## src/rtl/seg_display_ctrl_pkg.sv

```systemverilog
// Shared types and constants for the 7-segment display scheduler.
// Used by seg_display_ctrl and seg_prescaler via import seg_ctrl_pkg::*.
package seg_ctrl_pkg;

  // Display ownership states.
  typedef enum logic [1:0] {
    S_OFF = 2'd0,
    S_PRI = 2'd1,
    S_OVL = 2'd2
  } state_t;

  // Encodings presented on src_sel.
  localparam logic [1:0] SRC_NONE = 2'b00;
  localparam logic [1:0] SRC_PRI  = 2'b01;
  localparam logic [1:0] SRC_OVL  = 2'b10;

  // Nibble code the driver renders as an unlit digit.
  localparam logic [3:0] BLANK_NIBBLE = 4'hF;

  // Leading-zero blanking: from digit 3 down, zero nibbles become blank
  // until the first non-zero nibble. Digit 0 is always shown so that a
  // value of zero still displays a single "0".
  function automatic logic [15:0] lzb_word(input logic [15:0] w);
    logic [15:0] r;
    logic        leading;
    r       = w;
    leading = 1'b1;
    for (int i = 3; i >= 1; i--) begin
      if (leading && (w[i*4 +: 4] == 4'h0)) begin
        r[i*4 +: 4] = BLANK_NIBBLE;
      end else begin
        leading = 1'b0;
      end
    end
    return r;
  endfunction

endpackage

```

## src/rtl/seg_prescaler.sv

```systemverilog
// Free-running refresh prescaler: one-cycle tick every PRESCALE clocks.
// The tick is registered and is high exactly in the cycle where the count
// sits at PRESCALE-1. Independent of display state and blanking.
module seg_prescaler
  import seg_ctrl_pkg::*;
#(
  parameter int PRESCALE = 50000
) (
  input  logic clk,
  input  logic rst,
  output logic tick
);

  localparam int CNT_W = (PRESCALE > 2) ? $clog2(PRESCALE) : 1;
  localparam logic [CNT_W-1:0] CNT_LAST = CNT_W'(PRESCALE - 1);
  // The tick flop is loaded one cycle early so it lines up with CNT_LAST.
  localparam logic [CNT_W-1:0] CNT_PRE  = CNT_W'(PRESCALE - 2);

  logic [CNT_W-1:0] cnt_q, cnt_d;
  logic             tick_q, tick_d;

  // Next count with wrap, and early decode of the terminal count.
  always_comb begin
    cnt_d  = cnt_q;
    tick_d = 1'b0;
    if (cnt_q == CNT_LAST) begin
      cnt_d = '0;
    end else begin
      cnt_d = cnt_q + CNT_W'(1);
    end
    if (cnt_q == CNT_PRE) begin
      tick_d = 1'b1;
    end else begin
      tick_d = 1'b0;
    end
  end

  // Counter and tick registers with synchronous reset.
  always_ff @(posedge clk) begin
    if (rst) begin
      cnt_q  <= '0;
      tick_q <= 1'b0;
    end else begin
      cnt_q  <= cnt_d;
      tick_q <= tick_d;
    end
  end

  assign tick = tick_q;

endmodule

```

## src/rtl/seg_display_ctrl.sv

```systemverilog
// Display scheduler and source arbiter in front of a 4-digit 7-segment
// driver. Arbitrates between a steady primary source and a timed overlay,
// generates the refresh tick and presents a registered BCD word.
// Optional build macro: SEG_LZB_EN enables leading-zero blanking on bcd_out.
module seg_display_ctrl
  import seg_ctrl_pkg::*;
#(
  parameter int PRESCALE   = 50000,
  parameter int HOLD_TICKS = 1000
) (
  input  logic        clk,
  input  logic        rst,
  input  logic [15:0] pri_bcd,
  input  logic        pri_valid,
  input  logic [15:0] ovl_bcd,
  input  logic        ovl_req,
  output logic        ovl_ack,
  output logic        ovl_busy,
  input  logic        blank,
  output logic        refresh_tick,
  output logic        disp_en,
  output logic [15:0] bcd_out,
  output logic [1:0]  src_sel
);

  localparam int HOLD_W = (HOLD_TICKS > 1) ? $clog2(HOLD_TICKS) : 1;
  localparam logic [HOLD_W-1:0] HOLD_LAST = HOLD_W'(HOLD_TICKS - 1);

  // Word formatting applied in the output register stage.
  function automatic logic [15:0] fmt_word(input logic [15:0] w);
`ifdef SEG_LZB_EN
    return lzb_word(w);
`else
    return w;
`endif
  endfunction

  logic              tick;
  state_t            state_q, state_d;
  logic [HOLD_W-1:0] hold_q, hold_d;
  logic [15:0]       bcd_q, bcd_d;
  logic [1:0]        src_sel_q, src_sel_d;
  logic              disp_en_q, disp_en_d;
  logic              ack_q, ack_d;
  logic              busy_q, busy_d;
  logic              load_ovl;

  seg_prescaler #(
    .PRESCALE(PRESCALE)
  ) u_prescaler (
    .clk  (clk),
    .rst  (rst),
    .tick (tick)
  );

  // Next-state, hold counter and output decode; outputs follow the next state.
  always_comb begin
    state_d  = state_q;
    hold_d   = hold_q;
    load_ovl = 1'b0;

    case (state_q)
      S_OFF: begin
        if (ovl_req) begin
          state_d  = S_OVL;
          load_ovl = 1'b1;
        end else if (pri_valid) begin
          state_d = S_PRI;
        end else begin
          state_d = S_OFF;
        end
      end
      S_PRI: begin
        // An overlay request pre-empts the primary source.
        if (ovl_req) begin
          state_d  = S_OVL;
          load_ovl = 1'b1;
        end else if (!pri_valid) begin
          state_d = S_OFF;
        end else begin
          state_d = S_PRI;
        end
      end
      S_OVL: begin
        // A retrigger wins over an expiry landing on the same edge.
        if (ovl_req) begin
          state_d  = S_OVL;
          load_ovl = 1'b1;
        end else if (tick && (hold_q == HOLD_LAST)) begin
          state_d = pri_valid ? S_PRI : S_OFF;
        end else if (tick) begin
          state_d = S_OVL;
          hold_d  = hold_q + HOLD_W'(1);
        end else begin
          state_d = S_OVL;
        end
      end
      default: begin
        state_d = S_OFF;
      end
    endcase

    if (load_ovl) begin
      hold_d = '0;
    end else begin
      hold_d = hold_d;
    end

    // Overlay word is captured once; primary word is tracked every cycle
    // while the primary source is (or is becoming) the owner.
    if (load_ovl) begin
      bcd_d = fmt_word(ovl_bcd);
    end else if ((state_d == S_PRI) || (state_q == S_PRI)) begin
      bcd_d = fmt_word(pri_bcd);
    end else begin
      bcd_d = bcd_q;
    end

    case (state_d)
      S_PRI:   src_sel_d = SRC_PRI;
      S_OVL:   src_sel_d = SRC_OVL;
      S_OFF:   src_sel_d = SRC_NONE;
      default: src_sel_d = SRC_NONE;
    endcase

    disp_en_d = !blank && (src_sel_d != SRC_NONE);
    ack_d     = load_ovl;
    busy_d    = (state_d == S_OVL);
  end

  // State, hold counter and registered outputs with synchronous reset.
  always_ff @(posedge clk) begin
    if (rst) begin
      state_q   <= S_OFF;
      hold_q    <= '0;
      bcd_q     <= 16'h0000;
      src_sel_q <= SRC_NONE;
      disp_en_q <= 1'b0;
      ack_q     <= 1'b0;
      busy_q    <= 1'b0;
    end else begin
      state_q   <= state_d;
      hold_q    <= hold_d;
      bcd_q     <= bcd_d;
      src_sel_q <= src_sel_d;
      disp_en_q <= disp_en_d;
      ack_q     <= ack_d;
      busy_q    <= busy_d;
    end
  end

  assign ovl_ack      = ack_q;
  assign ovl_busy     = busy_q;
  assign refresh_tick = tick;
  assign disp_en      = disp_en_q;
  assign bcd_out      = bcd_q;
  assign src_sel      = src_sel_q;

endmodule

```

## config.mk

```make
export PLATFORM = sky130hd
export DESIGN_NAME = seg_display_ctrl
export DESIGN_NICKNAME = d
export VERILOG_FILES = /design/src/rtl/seg_display_ctrl_pkg.sv /design/src/rtl/seg_prescaler.sv /design/src/rtl/seg_display_ctrl.sv
export SDC_FILE = /design/constraint.sdc
export NUM_CORES = 1
export LEC_CHECK = 0
export BUFFER_PORTS_ARGS = -buffer_cell sky130_fd_sc_hd__buf_2
export CORE_MARGIN = 5
export CORE_UTILIZATION = 56
export CTS_CLUSTER_DIAMETER = 40
export DETAILED_ROUTE_END_ITERATION = 8
export PLACE_DENSITY = 0.85
export SYNTH_ARGS = -nofsm -noshare
export SYNTH_HDL_FRONTEND = slang
export SYNTH_SLANG_ARGS = --single-unit
```

## constraint.sdc

```tcl
create_clock -name clk -period 6.7 [get_ports clk]
set_clock_uncertainty 0.2 [all_clocks]
set_input_delay 1.34 -clock clk [delete_from_list [all_inputs] [get_ports clk]]
set_output_delay 1.34 -clock clk [all_outputs]
set_load 0.005 [all_outputs]
```

# Word level (Yosys, flattened, before mapping)
# Cells that the tools add are included.
dict set report classes {
  n_addsub 2
  eq_ne 7
  mux 11
  bitwise 2
  reduce_logical 12
}
# cell count
set op_table {}
lappend op_table {{equality test 16 bit, second input constant} 2}
lappend op_table {{2-to-1 mux 16 bit} 2}
lappend op_table {{adder 16 x 1 -> 16 bit, second input constant} 1}
lappend op_table {{adder 10 x 1 -> 10 bit, second input constant} 1}
lappend op_table {{equality test 10 bit, second input constant} 1}
lappend op_table {{case mux 2 bit (2 select lines)} 2}
lappend op_table {{2-to-1 mux 2 bit} 3}
lappend op_table {{OR reduction 2 bit} 3}
lappend op_table {{equality test 2 x 1 -> 1 bit, second input constant} 2}
lappend op_table {{equality test 2 bit, second input constant} 2}
lappend op_table {{2-to-1 mux 1 bit} 4}
lappend op_table {{AND reduction 4 bit} 1}
lappend op_table {{nonzero test 2 bit} 2}
lappend op_table {{OR reduction 3 bit} 1}
lappend op_table {{logical AND 1 bit} 2}
lappend op_table {{zero test 2 bit} 1}
lappend op_table {{inverter 1 bit} 2}
lappend op_table {{zero test 1 bit} 1}
lappend op_table {{logical OR 1 bit} 1}
dict set report word_totals {
  register_bits 50
  in_bits 37
  out_inout_bits 22
  word_cells 43
}

# Logic depth before layout (Yosys ltp)
# Gate-level depths: netlist of the first run.
dict set report depth {
  word_depth 9
  depth_mapped 10
  depth_no_buf 9
}

# By module
# A second synthesis of the first run with hierarchy kept.
dict set report unflattened {
  hier_cells 242
  hier_area_um2 2347.3
}
# mod instances cells_per_inst area_per_inst_um2 seq_area_each_um2
set modules_own_cells {}
lappend modules_own_cells {seg_display_ctrl 1 157 1497.7 640.6}
lappend modules_own_cells {seg_prescaler 1 85 849.6 340.3}

# Worst setup path before layout of the first run
# No wires, ideal clock.
dict set report synth_path {
  path_kind {input -> register}
  from {input ovl_req}
  to {register bcd_q[10], in the netlist bcd_out[10]}
  setup_time_ns 0.086
  t_arrival_ns 2.465
  t_required_ns 6.414
  slack_ns 3.950
  path_stages 7
  n_path_buf 1
  path_cell_list {a21oi_1 -> or2_2 -> ha_1 -> o21bai_1 -> clkbuf_1 -> nor2_1 -> a211oi_1}
}
dict set report synth_via {
  elab_chain_cells 5
  elab_cells_between_ends 9
  classes_between {1 x eq/ne; 6 x mux; 2 x reduce/logical}
}
# element line
set synth_lines {}
lappend synth_lines {{start, declared} seg_display_ctrl.sv:16} ;# input logic ovl_req,
lappend synth_lines {{2-to-1 mux 2 bit (on tied branches)} {seg_display_ctrl.sv:86, seg_display_ctrl.sv:64}}
lappend synth_lines {{case mux 2 bit (2 select lines)} seg_display_ctrl.sv:62} ;# case (state_q)
lappend synth_lines {{equality test 2 x 1 -> 1 bit} seg_display_ctrl.sv:113} ;# end else if ((state_d == S_PRI) || (state_q == S_PRI)) begin
lappend synth_lines {{logical OR 1 bit} seg_display_ctrl.sv:113}
lappend synth_lines {{nonzero test 2 bit (no line)} --}
lappend synth_lines {{end signal, assigned} seg_display_ctrl.sv:136} ;# bcd_q <= 16'h0000;
lappend synth_lines {{end signal, assigned} seg_display_ctrl.sv:144} ;# bcd_q <= bcd_d;
lappend synth_lines {{end, declared} seg_display_ctrl.sv:41} ;# logic [15:0] bcd_q, bcd_d;
# Parallel ways exist; a longest one is shown, timed or not.
# A chain may end at the register's enable or synchronous reset.

# Worst setup path after layout of the first run
dict set report layout_path {
  from {input ovl_req}
  to {register bcd_q[1], in the netlist bcd_out[1]}
}
# The elaborated chain is that of the path after synthesis.

==> results of run 1 <==
-- worst paths after layout --
check	startpoint	endpoint	slack (ns)
setup / recovery	ovl_req	bcd_out[1]	3.88
hold / removal	hold_q[6]	hold_q[6]	0.30
setup reg to reg	hold_q[5]	bcd_out[1]	4.00
hold reg to reg	hold_q[6]	hold_q[6]	0.30
-- flip-flops by register name (all words and copies together), names as in the netlist --
name               flops
bcd_out               16
disp_en                1
hold_q                10
ovl_ack                1
src_sel                2
state_q                2
u_prescaler.cnt_q     16
u_prescaler.tick       1
-- final cells by class --
class	count	area [um2]	area share (%)
Timing Repair Buffer	59	297.8	11.40
Tap cell	50	62.56	2.395
Clock inverter	1	7.507	0.2874
Clock buffer	6	82.58	3.161
Sequential cell	49	980.9	37.55
Inverter	5	18.77	0.7184
Multi-Input combinational cell	174	1162	44.49
-- critical path: stages --
cell      delay, ns
buf_2          0.11
a21oi_1        0.06
or2_2          0.28
ha_1           0.18
o21bai_2       0.46
nor2_1         0.24
a211oi_1       0.07
-- cell usage after synthesis --
cell type	count
and3_1	4
nand3b_1	2
buf_6	2
o31ai_1	1
o31a_1	1
nand2_1	9
buf_2	2
clkbuf_1	7
ha_1	5
or3_1	8
nor2_1	41
nor4_1	4
nor3_1	4
o21bai_1	1
o21ai_0	4
a21boi_1	1
xnor2_1	10
and4bb_2	1
clkbuf_2	1
o41ai_1	1
buf_4	1
xor2_1	6
inv_1	5
dfxtp_1	49
nand4bb_1	1
nor2b_1	2
or4bb_1	1
nand4_1	12
mux2i_1	18
nand3_1	8
and4_1	1
o41ai_4	1
or2_2	2
a211oi_1	16
and2_1	2
nor4_2	1
a21oi_1	5
or4_1	1
-- kinds of logic (layout without fill, tap and decap cells) --
group                      count (synthesis)  in the layout  share of synthesized area, %
xor gates and xnor gates                  16             16                         6.295
DFF                                       49             49                         44.07
muxes                                     18             18                         8.094
buffers and inverters                     18             71                         4.047
adders and majority gates                  5              5                         2.811
and+or+nand+nor                          104            104                         24.23
AOI/OAI and AO/OA                         31             31                         10.46
-- through the flow --
step / hold slack, ns / total power [W]
floorplan: 0.2488 / 0.0003538
global placement: 0.2721 / 0.0003781
detailed placement: 0.2790 / 0.0003812
CTS: 0.2975 / 0.0005564
global route: 0.3099 / 0.0005754
finish: 0.2960 / 0.0005508
-- report_power, final --
group	switching [W]	internal [W]	leakage, nW
clock network	0.0000953	0.0000817	0.0433
registers	0.00000749	0.000304	0.401
logic	0.0000320	0.0000307	0.668
-- per-layer routing --
metal  global-route usage, %  wire length [um]
met1                   20.36              1997
met2                   34.46              2542
met3                   5.923               205
met4                   6.967                93
met5                       0                 0
==> metrics.txt, run 1 <==
crit path max fanout 32; most common cell after layout, fill and taps aside buf_2; RSZ-0062 raised after global routing no; CP required 6.63 ns; IO Count 59; CP Launch Type input pin; Post-CTS Setup Bufs 0; total global-route track usage 18.97%; most frequent cells in the layout 58 x buf_2, 49 x dfxtp_1, 41 x nor2_1, 18 x mux2i_1, 16 x a211oi_1; final WL 4839 um; Post-Synthesis Net Count between 200 and 300; Data arrival, critical path ~2.8 ns; via count roughly 1900; die area 0.005336 mm2; type of the worst setup path input pin to flop; Mapped Cells 241; Critical Path End Type flop; Avg WL per Cell 14.07 um; #FFs+latches synth between 40 and 50; peak supply drop 0.0001857 V; share of post-route cells with drive strength above 1 between 20% and 30%; Slew Limit Fails 0; Remaining Overflow, GRT 0; Reg clk slew, reported paths roughly 0.090 ns; TritonCTS buffer count 5; Leakage 1.113 nW; Layout Cell Area excl Fill ~0.0026 mm2; clock sinks 49; first-pass GRT wire length 7921 um; Synth warnings 0; DP Area 0.002522 mm2; hold_buf cts 0; Final #Nets about 340; pin count of the biggest net entering global routing 33; post-synthesis sequential area ratio ~44%; Worst-Skew Late Latency 0.30 ns; CTS root buf clkbuf_8; dpl cells 337; CTS tree built; pre-CTS WS 3.591 ns; status finished clean; # resized after CTS 0; DIE HEIGHT 73.05 um; max_slew headroom 24.33%; initial antenna violation count 0; Slew @ Worst Pin around 1.1 ns; Worst Reg-to-Reg Cells 8; Initial Utilization 56.87%; antenna fix cells 0; Synth Area per Inst 9.236 um2; Filler cells 343; fin worst setup slack 3.883 ns; Yosys top cell area share approximately 44%; Synth area leader dfxtp_1; Worst Hold Class flop to flop; Area growth syn-to-layout 17.37%; Area contributors post-synth dfxtp_1 44%, mux2i_1 8.1%, nor2_1 6.9%; final setup vio count 0; routability congestion estimate from global placement 0.8932; DP Wirelength ~3600 um; Pwr per Cell Area roughly 210 mW/mm2; maximum clock rate 0.3550 GHz; Post-Layout Cell Count 344; Mapped Area 0.002226 mm2; fin crit share between 40 and 50%; hold path depth 2; Min Clock Period, post-route around 2.8 ns; total iterations of the first detailed-routing run 4; count of different cell masters after synthesis 38; Final Core Density about two thirds; H-tree levels 2; IO buf count 58; Via density 5.436; CTS max path bufs 2; Final ANT Viol Nets 0; drt drc 0; max cap viols 0; die width 73.05 um; Site Rows 23; vias in the first global route 1821; Iter 0 DRT Violations 55; Core ar. 0.003914 mm2; Final Hold Viols 0; final setup TNS 0 ns
(Power assumes the default switching activity.)
==> inputs of run 2 (changes only) <==
--- a/config.mk
+++ b/config.mk
@@ -7,10 +7,10 @@
 export LEC_CHECK = 0
 export BUFFER_PORTS_ARGS = -buffer_cell sky130_fd_sc_hd__buf_2
 export CORE_MARGIN = 5
-export CORE_UTILIZATION = 56
+export CORE_UTILIZATION = 47
 export CTS_CLUSTER_DIAMETER = 40
 export DETAILED_ROUTE_END_ITERATION = 8
-export PLACE_DENSITY = 0.85
+export PLACE_DENSITY = 0.76
 export SYNTH_ARGS = -nofsm -noshare
 export SYNTH_HDL_FRONTEND = slang
 export SYNTH_SLANG_ARGS = --single-unit
==> constraint.sdc (replaced) <==
create_clock -name clk -period 2.4 [get_ports clk]
set_clock_uncertainty 0.2 [all_clocks]
set_input_delay 0.48 -clock clk [delete_from_list [all_inputs] [get_ports clk]]
set_output_delay 0.48 -clock clk [all_outputs]
set_load 0.005 [all_outputs]
==> run 2 against run 1 <==
Compared with the run above:
- clock power rose to 3.9 times the previous value
- first-iteration DRC count up 35%
- setup slack worse by 3.8 ns
- sequential power rose to 2.8 times the previous value
- register-to-register slack lost 3.9 ns
- via count up 3.0%
- sequential share of layout area fell by 2.8 points
- sequential cell count unchanged
- critical path type is now flop to flop
- wire length grew 3.5%
- non-clock buffer count up 10
==> metrics.txt, run 2 (synthesis gave the netlist of run 1 again) <==
Cell Chain, Critical Path ha_4 > nand2_2 > o41ai_1 > nand3b_1 > inv_1 > ha_2 > o21bai_4 > clkbuf_16 > nor2_1 > a211oi_1; IO Count between 50 and 60; Crit path largest cell delay 0.38 ns; Slew Limit Fails 0; Top Family by Delay on Critical Path compound AO/OA/AOI/OAI gates; Leakage 1.209 nW; Worst Reg-to-Reg Cells 10; pre-CTS WS 0.002045 ns; hold path depth 2; Pwr per Cell Area 618.0 mW/mm2; Via density 5.365; final WL approximately 5000 um; most common cell after layout, fill and taps aside buf_2; Clock power frac about two fifths; CTS tree built; H-tree levels 2; DP Wirelength 3564 um; routability congestion estimate from global placement roughly 0.82; die area between 0.006 and 0.007 mm2; CP required 2.42 ns; CTS root buf clkbuf_8; combinational power share about an eighth; Min Clock Period, post-route 2.323 ns; switching power of the nets slightly below 0.0004 W; Data arrival, critical path 2.35 ns; crit path max fanout 8; Worst Hold Class input pin to flop; Final ANT Viol Nets 0; status finished clean; fin worst setup slack 0.07660 ns; worst reg2reg setup slack between 0.07 and 0.08 ns; Worst R2R End bcd_out[7]; Slew @ Worst Pin roughly 0.48 ns; Reg clk slew, reported paths 0.10 ns; fin crit share a little over nine tenths; Iter 0 DRT Violations 74; Hold WS about 0.12 ns; peak supply drop 0.0005398 V; die width 78.82 um; IO buf count 58; Internal Power 0.001369 W; hold_buf cts 0; FF-to-FF Start hold_q[0]; CTS max path bufs 2; first-pass GRT wire length 8280 um; final setup TNS 0 ns; Critical Path End Type flop; sw frac 22.30%; Site Rows 25; most frequent cells in the layout 58 x buf_2, 43 x dfxtp_1, 41 x nor2_1, 18 x mux2i_1, 14 x a211oi_1; sequential share of power roughly half; Area growth syn-to-layout 28.11%; Avg WL per Cell 13.94 um; drt drc 0; type of the worst setup path flop to flop; total global-route track usage 16.65%; Hold Startpoint blank; Hold EP disp_en; pin count of the biggest net entering global routing 28; share of post-route cells with drive strength above 1 31.80%; TritonCTS buffer count 5; final setup vio count 0; total iterations of the first detailed-routing run 5; Final #Nets 346; CP Launch Type flop; Core ar. between 0.004 and 0.005 mm2; Remaining Overflow, GRT 0; clock sinks 49; initial antenna violation count 0; vias in the first global route 1851; worst path buffer plus inverter count 2; DIE HEIGHT 78.82 um; maximum clock rate 0.4304 GHz; antenna fix cells 0; max cap viols 0; max_slew headroom 68.26%; Worst-Skew Late Latency 0.30 ns; via count 1926; Initial Utilization a little under half; slowest CP cell dfxtp_4; Final Hold Viols 0
run 2: changes by cell type in the layout (fill, tap and decap cells not counted), moves of 2 or more:
cell,delta
buf_4,+7
dfxtp_1,-6
dfxtp_2,+5
a211oi_1,-2
a211oi_2,+2
bufinv_16,+2
ha_1,-2
run 2: routing by layer:
layer	global-route usage, %	wire (um)	part of all wire (%)
met5	0	0	0
met4	7.045	99	2.0
met3	3.855	220	4.4
met2	29.63	2568	51
met1	19.08	2118	42
run 2: power by group through the flow:
stage                     Clock [W]  Combinational [W]  Sequential (W)
after floorplan                   0           0.000100        0.000888
after global placement            0           0.000181        0.000886
after detailed placement          0           0.000186        0.000887
after CTS                  0.000701           0.000198        0.000869
after global routing       0.000740           0.000230        0.000873
final                      0.000687           0.000207        0.000868
run 2: repair_timing:
action / in CTS / in global routing
cloned: 1 / 1
buffers inserted: 0 / 1
resized for setup: 1 / 16
endpoints found under the setup margin: 14 / 16
pin swaps: 0 / 3
run 2: layout make-up:
class                   count  area (um2)
well taps                  54       67.56
clock buffers               5       68.82
inverters                   5       18.77
clock inverters             3       65.06
repair buffers             69       422.9
multi-input cells         174        1217
flip-flops and latches     49       991.0
fillers                   403        1809
run 2: stage by stage:
stage | cell area, um2 | power, W | utilization (%) | cells
6_report | 2851 | 0.001762 | 61.18 | 359
3_5_place_dp | 2592 | 0.001073 | 55.62 | 348
2_1_floorplan | 2226 | 0.0009877 | - | 241
3_3_place_gp | 2592 | 0.001067 | 55.62 | 348
4_1_cts | 2760 | 0.001768 | 59.22 | 357
5_1_grt | 2851 | 0.001843 | 61.18 | 359
run 2: worst max-delay path by stage:
stage | from | endpoint | slack [ns] | cells after the start
5_1_grt | hold_q[1] | bcd_out[7] | -0.04 | 10
3_3_place_gp | hold_q[0] | bcd_out[11] | 0.12 | 10
3_5_place_dp | hold_q[0] | bcd_out[10] | 0.002 | 10
6_report | hold_q[0] | bcd_out[7] | 0.08 | 10
2_1_floorplan | hold_q[0] | bcd_out[10] | -0.004 | 10
4_1_cts | hold_q[1] | bcd_out[12] | 0.02 | 9
